**config.mk**
```make
export PLATFORM = sky130hd
export DESIGN_NAME = ram_port_arbiter
export DESIGN_NICKNAME = d
export VERILOG_FILES = /design/src/rtl/ram_port_arbiter.sv
export SDC_FILE = /design/constraint.sdc
export NUM_CORES = 1
export LEC_CHECK = 0
export ABC_AREA = 0
export CAP_MARGIN = 25
export CORE_MARGIN = 5
export CORE_UTILIZATION = 36
export DETAILED_ROUTE_END_ITERATION = 8
export GPL_TIMING_DRIVEN = 1
export HOLD_SLACK_MARGIN = 0.15
export PLACE_DENSITY = 0.82
export SKIP_LAST_GASP = 1
export SLEW_MARGIN = 20
export SYNTH_ARGS = -nofsm -noshare
export SYNTH_HDL_FRONTEND = slang
export SYNTH_SLANG_ARGS = --single-unit
```
**constraint.sdc**
```tcl
create_clock -name Clk -period 2.55 [get_ports Clk]
set_clock_uncertainty 0.1 [all_clocks]
set_input_delay 0.51 -clock Clk [delete_from_list [all_inputs] [get_ports Clk]]
set_output_delay 0.51 -clock Clk [all_outputs]
set_load 0.02 [all_outputs]
```
**src/rtl/ram_port_arbiter.sv**
```systemverilog
// ram_port_arbiter: shares one synchronous single-port RAM among three requesters.
// Optional RAM_ARB_CPU_PRIORITY_EN gives port 0 fixed priority; ports 1/2 round-robin.
`default_nettype none

module ram_port_arbiter #(
  parameter int ADDR_W = 16,
  parameter int DATA_W = 16
) (
  input  logic                Clk,
  input  logic                Reset,
  input  logic [2:0]          Req,
  input  logic [2:0]          We,
  input  logic [3*ADDR_W-1:0] Addr,
  input  logic [3*DATA_W-1:0] WData,
  output logic [2:0]          Gnt,
  output logic [2:0]          RValid,
  output logic [DATA_W-1:0]   RData,
  output logic                Busy,
  output logic [ADDR_W-1:0]   RamAddr,
  output logic                RamWe,
  output logic [DATA_W-1:0]   RamWData,
  input  logic [DATA_W-1:0]   RamRData
);

  localparam logic [1:0] S_IDLE    = 2'd0;
  localparam logic [1:0] S_ISSUE   = 2'd1;
  localparam logic [1:0] S_CAPTURE = 2'd2;

  logic [1:0]        r_state;
  logic [1:0]        w_next_state;
  logic              r_we;
  logic [ADDR_W-1:0] r_addr;
  logic [DATA_W-1:0] r_wdata;
  logic [1:0]        r_idx;
  logic [1:0]        w_win;
  logic              w_accept;

  assign w_accept = (r_state == S_IDLE) && (|Req);

`ifdef RAM_ARB_CPU_PRIORITY_EN
  // High when port 2 was the last of the pair 1/2 to win, so port 1 goes first out of reset.
  logic r_last12;

  always_comb begin
    w_win = 2'd0;
    if (Req[0])
      w_win = 2'd0;
    else if (Req[1] && Req[2])
      w_win = r_last12 ? 2'd1 : 2'd2;
    else if (Req[1])
      w_win = 2'd1;
    else
      w_win = 2'd2;
  end

  always_ff @(posedge Clk or posedge Reset) begin
    if (Reset)
      r_last12 <= 1'b1;
    else if (w_accept && !Req[0])
      r_last12 <= (w_win == 2'd2);
  end
`else
  logic [1:0] r_last_winner;
  logic [1:0] w_first;
  logic [1:0] w_second;
  logic [1:0] w_third;

  always_comb begin
    w_first  = (r_last_winner == 2'd2) ? 2'd0 : r_last_winner + 2'd1;
    w_second = (w_first == 2'd2) ? 2'd0 : w_first + 2'd1;
    w_third  = (w_second == 2'd2) ? 2'd0 : w_second + 2'd1;
    if (Req[w_first])
      w_win = w_first;
    else if (Req[w_second])
      w_win = w_second;
    else
      w_win = w_third;
  end

  always_ff @(posedge Clk or posedge Reset) begin
    if (Reset)
      r_last_winner <= 2'd2;
    else if (w_accept)
      r_last_winner <= w_win;
  end
`endif

  always_ff @(posedge Clk or posedge Reset) begin
    if (Reset)
      r_state <= S_IDLE;
    else
      r_state <= w_next_state;
  end

  always_ff @(posedge Clk or posedge Reset) begin
    if (Reset) begin
      r_we    <= 1'b0;
      r_addr  <= '0;
      r_wdata <= '0;
      r_idx   <= 2'd0;
    end else if (w_accept) begin
      r_we    <= We[w_win];
      r_addr  <= Addr[w_win*ADDR_W +: ADDR_W];
      r_wdata <= WData[w_win*DATA_W +: DATA_W];
      r_idx   <= w_win;
    end
  end

  always_comb begin
    w_next_state = r_state;
    case (r_state)
      S_IDLE:    w_next_state = (|Req) ? S_ISSUE : S_IDLE;
      S_ISSUE:   w_next_state = r_we ? S_IDLE : S_CAPTURE;
      S_CAPTURE: w_next_state = S_IDLE;
      default:   w_next_state = S_IDLE;
    endcase
  end

  // RAM address/data follow the latched request at all times; strobes decode the state.
  always_comb begin
    Gnt      = 3'b000;
    RValid   = 3'b000;
    RData    = '0;
    RamWe    = 1'b0;
    Busy     = (r_state != S_IDLE);
    RamAddr  = r_addr;
    RamWData = r_wdata;
    case (r_state)
      S_ISSUE: begin
        Gnt   = 3'b001 << r_idx;
        RamWe = r_we;
      end
      S_CAPTURE: begin
        RValid = 3'b001 << r_idx;
        RData  = RamRData;
      end
      default: ;
    endcase
  end

endmodule

`default_nettype wire

```
==> out/results.tsv, run 1 <==
metric	value	unit
status	finished clean	
cts_tree	built	
drive_gt1_frac	0.07447	
setup_viol	0	
cp-end-kind	output pin	
hold_buffers	0	
layout.cells.non_filler	566	
postLayoutCoreUtil	0.6679	
ant_nets	0	
numCtsBuffers	5	
ys_seq_area_frac	0.3719	
grt_pass1_vias	2897	
slew_violations	0	
slowest_delay	0.64	ns
post-place-ws	-0.005136	ns
max_cap_viol_count	0	
postCtsSetupRepairBufs	0	
syn_area	2560	sq um
worstSkewPairLatency	0.29	ns
ios	176	
avgViaCountPerCell	5.087	
fmax	419.3	MHz
leakage	1.997	nW
drt_iter0_markers	114	
rows	30	
placedCellCount	558	
cp_num_buf_inv	2	
irDropWorstVdd	446.8	uV
fin_nets	589	
grt_setup_unrepaired	false	
path_cells	nor2b_1 > buf_4 > and2_1 > clkdlybuf4s50_1	
clockRootBuffer	clkbuf_8	
hold_viol	0	
relSlewSlack	0.4767	
final_cell_mix	175 x clkdlybuf4s50_1, 68 x nand2_1, 37 x dfrtp_1	
critPathArrivalTime	1.78	ns
critPathMaxFanout	16	
postRouteWirelength	9.308	mm
final_common_cell	clkdlybuf4s50_1	
synth_seq_cells	38	
via_count	2879	
critPathTopFamily	buffers and inverters	
gp_congestion	0.8756	
synth_top_area_frac	0.3617	
hold_class	reg -> reg	
cp.required	1.94	ns
yosysUniqueCellTypes	29	
fin_area	4588	sq um
remaining_drc_errors	0	
wl_per_cell	16.45	um
die_y	94.33	um
cts_sinks	38	
setup-tns-final	0	ns
finalCritPeriodShare	0.9353	
start_util	0.3727	
synth_area_leaders	dfrtp_1 36%, mux2i_1 13%, nand2_1 10%	
fp.dieArea	8897	sq um
p_per_area	980.3	nW/um^2
antenna_cells	0	
dr.pass1.iters	4	
synth_cells	294	
cts-htree-levels	2	
syn-num-nets	414	
synth_warnings	0	
grt-ovfl-total	0	
startpoint_type	flip-flop	
clkTransAtPathRegs	0.08	ns
antenna_found_initial	0	
layout_min_cycle_time	2.385	ns
worstMarginPinSlew	0.7802	ns
place_area	4508	sq um
synth_top_area_cell	dfrtp_1	
setup_ws	0.1649	ns
hold_ws	0.3864	ns
coreArea	6869	sq um
dp_hpwl	7.352	mm
power.total	4.498	mW
cts_max_path_buffers	2	
grt_max_degree	35	
grt_util_all_layers	0.2054	
critPathSlowestCell	clkdlybuf4s50_1	
avgSynthCellArea	8.707	sq um
io_buffers	175	
ctsResizeCount	0	
crit_type	reg -> out	
die_w	94.33	um
area_delta_synth_final	79.23	%
grt_first_pass_wirelength	14.41	mm
-- synth_stat cells --
library cell and instances:
nand2_1 68, nor2_1 7, nor3b_1 1, dfstp_2 1
or3b_1 1, nor3_1 3, nand2b_1 6, or2_2 1
or3_1 1, a31oi_1 1, o21a_1 2, clkbuf_1 11
a21boi_0 1, mux2i_1 33, o221ai_2 10, a221oi_1 17
buf_2 8, dfrtp_1 37, buf_1 1, inv_1 36
a21oi_1 1, and3_1 1, buf_6 2, o21ai_2 1
o221ai_1 23, nor2b_1 2, and2_1 16, clkinv_1 1
or2_1 1
-- kinds of logic after synthesis --
kind of cell	after synthesis	share of synthesized area
muxes	33	0.1290
and+or+nand+nor	108	0.1906
AOI/OAI and AO/OA	56	0.2121
buffers and inverters	59	0.09628
DFF	38	0.3719
-- sequential cells by signal (all words and copies together) (netlist names) --
| signal | count |
|---|---|
| RamAddr | 16 |
| RamWData | 16 |
| r_state | 2 |
| r_last_winner | 2 |
| r_idx | 1 |
| r_we | 1 |
-- final cells by class --
type | instances | area (sq um)
sequential | 38 | 952.2
clock buffer | 8 | 80.08
timing repair buffer | 190 | 1927
inverter | 37 | 138.9
fill | 544 | 2281
tap | 96 | 120.1
multi-input combinational | 197 | 1370
-- path summary, 6_finish.rpt --
path | start | to | depth (start not counted) | slack (ns)
min in group asynchronous | Reset | RamAddr[5]$_DFFE_PP0N_ | 2 | 0.47
setup reg to reg | r_state[0]$_DFF_PP0_ | RamAddr[2]$_DFFE_PP0N_ | 5 | 0.54
hold / removal | r_we$_DFFE_PP0N_ | r_state[1]$_DFF_PP0_ | 1 | 0.39
max in group asynchronous | Reset | RamWData[14]$_DFFE_PP0N_ | 3 | 1.37
hold reg to reg | r_we$_DFFE_PP0N_ | r_state[1]$_DFF_PP0_ | 1 | 0.39
setup / recovery | r_state[0]$_DFF_PP0_ | RData[12] | 4 | 0.16
-- where the power goes --
part           leakage [nW]  switching [mW]  internal [mW]
Sequential            0.467           0.200          0.914
Clock                0.0395           0.217          0.195
Combinational          1.49            1.55           1.43
-- metal layers --
metal,wire [um],track usage,share of wire,up-vias
met2,4733,0.3641,0.51,146
met1,3428,0.2375,0.37,1343
met4,123,0.05295,0.013,0
met3,1024,0.06731,0.11,12
met5,0,0,0,-
li1,-,-,-,1378
No activity file was read; power rests on OpenSTA's default activity.
==> run 2, diff against run 1 <==
SETUP_SLACK_MARGIN = 0.2   (was unset)
==> run 2 against run 1 <==
  * Via count down 0.10%
  * First-iteration DRC count did not move
  * Critical path depth decreased by 1
  * Clock-buffer cell count unchanged
  * Flip-flop and latch count did not move
  * Hold slack about the same
  * Total power fell by 0.75%
  * Routed wire length is 0.12% higher
  * Setup slack better by 0.10 ns
  * Sequential share of layout area is 0.085 points higher
  * Utilization fell by 0.27 points
  * Non-clock buffer count unchanged
  * Critical path type unchanged
  * Critical endpoint is now Gnt[2]
  * Highest routed layer unchanged
==> out/results.tsv, run 2 (synthesis results as in run 1) <==
metric	value	unit	change
rr_startpoint	r_state[0]$_DFF_PP0_		
leakage	2.089	nW	+4.6%
fin_nets	589		unchanged
combPwrFrac	0.658		-0.003
p_per_area	976.9	nW/um^2	-0.34%
critPathMaxFanout	5		-11
cp_num_buf_inv	1		-1
drive_gt1_frac	0.07447		unchanged
worstHoldStart	r_we$_DFFE_PP0N_		
slew_violations	0		unchanged
cp-end-kind	output pin		
gp_congestion	0.8756		unchanged
worstMarginPinSlew	0.7803	ns	+0.0001351 ns
hold_viol	0		unchanged
clockRootBuffer	clkbuf_8		
io_buffers	175		unchanged
cts_sinks	38		unchanged
grt-ovfl-total	0		unchanged
ios	176		unchanged
pwr-share-seq	0.250		+0.002
slowest_delay	0.63	ns	about the same
postLayoutCoreUtil	0.6652		-0.002733
grt_first_pass_wirelength	14.43	mm	about the same
drt_iter0_markers	114		unchanged
rows	30		unchanged
crit_type	reg -> out		
hold_buffers	0		unchanged
via_count	2876		-0.10%
grt_pass1_vias	2900		+0.10%
ant_nets	0		unchanged
p_clk_frac	0.092		about the same
p_int	2.503	mW	-1.3%
wl_per_cell	16.46	um	+0.12%
irDropWorstVdd	446.5	uV	about the same
layout.cells.non_filler	566		unchanged
antenna_found_initial	0		unchanged
hold_class	reg -> reg		
cts_tree	built		
placedCellCount	558		unchanged
area_delta_synth_final	78.49	%	
numCtsBuffers	5		unchanged
postRouteWirelength	9.319	mm	+0.12%
fp.dieArea	8897	sq um	unchanged
cp.required	1.94	ns	about the same
final_common_cell	clkdlybuf4s50_1		
critPathArrivalTime	1.67	ns	-0.11 ns
startpoint_type	flip-flop		
post-place-ws	-0.005136	ns	unchanged
critPathSlowestCell	clkdlybuf4s50_1		
relSlewSlack	0.4766		about the same
remaining_drc_errors	0		unchanged
avgViaCountPerCell	5.081		-0.10%
clkTransAtPathRegs	0.08	ns	about the same
layout_min_cycle_time	2.283	ns	-0.1021 ns
dr.pass1.iters	4		unchanged
coreArea	6869	sq um	unchanged
grt_util_all_layers	0.2055		about the same
setup_ws	0.2669	ns	+0.1021 ns
final_cell_mix	157 x clkdlybuf4s50_1, 68 x nand2_1, 37 x dfrtp_1		
p_sw	1.961	mW	about the same
grt_max_degree	35		unchanged
die_w	94.33	um	unchanged
critPathTopFamily	buffers and inverters		
startpoint	r_state[1]$_DFF_PP0_		
cts_max_path_buffers	2		unchanged
antenna_cells	0		unchanged
grt_setup_unrepaired	false		
rrSetupSlack	0.54	ns	about the same
max_cap_viol_count	0		unchanged
status	finished clean		
fmax	438.0	MHz	+4.5%
dp_hpwl	7.352	mm	unchanged
worstSkewPairLatency	0.29	ns	about the same
finalCritPeriodShare	0.8953		-0.04002
cts-htree-levels	2		unchanged
die_y	94.33	um	unchanged
setup_viol	0		unchanged
start_util	0.3727		unchanged
path_cells	nand2b_1 > nor2_1 > clkdlybuf4s50_1		
swShare	0.4392		+0.003047
-- run 2: cell types whose count changed in the layout (fill, tap and decap cells not counted), sizes merged --
cell	before	now
dlymetal6s2s	0	1
clkdlybuf4s50	175	157
dlygate4sd2	0	17
-- run 2: final cells by class --
type / count / area (sq um)
inverters: 37 / 138.9
fillers: 555 / 2300
repair buffers: 190 / 1908
clock buffers: 8 / 80.08
multi-input cells: 197 / 1370
well taps: 96 / 120.1
flip-flops and latches: 38 / 952.2
-- run 2: through the flow --
step | TNS (ns) | hold slack [ns] | area (sq um) | power, mW
after floorplan | 0 | 0.3254 | 2560 | 2.795
after global placement | 0 | 0.3485 | 4508 | 4.023
after detailed placement | -0.005136 | 0.3723 | 4508 | 4.117
after CTS | 0 | 0.3870 | 4567 | 4.502
after global routing | 0 | 0.4062 | 4569 | 4.779
final | 0 | 0.3864 | 4569 | 4.464
-- run 2: power groups by stage --
stage                     combinational, mW  clock [mW]  sequential [mW]
after global placement                 2.92           0             1.10
after global routing                   3.18       0.446             1.15
after detailed placement               3.00           0             1.11
after CTS                              2.97       0.414             1.11
final                                  2.94       0.412             1.11
after floorplan                        1.42           0             1.37
-- run 2: repair_timing --
| item | CTS | global route |
|---|---|---|
| gates resized for setup | 17 | 1 |
| buffers inserted | 0 | 0 |
| setup endpoints to repair | 17 | 1 |
-- run 2: path summary, 6_finish.rpt --
kind,end,cells after the start
worst max register to register,RamAddr[2]$_DFFE_PP0N_,5
max in group asynchronous,RamWData[14]$_DFFE_PP0N_,3
worst max-delay path,Gnt[2],3
min in group asynchronous,RamAddr[5]$_DFFE_PP0N_,2
worst min register to register,r_state[1]$_DFF_PP0_,1
worst min-delay path,r_state[1]$_DFF_PP0_,1
-- run 2: metal layers --
| metal | wire length (um) | up-vias | track usage |
|---|---|---|---|
| met1 | 3438 | 1343 | 0.2375 |
| li1 | - | 1378 | - |
| met2 | 4741 | 143 | 0.3641 |
| met4 | 123 | 0 | 0.05295 |
| met5 | 0 | - | 0 |
| met3 | 1016 | 12 | 0.06811 |
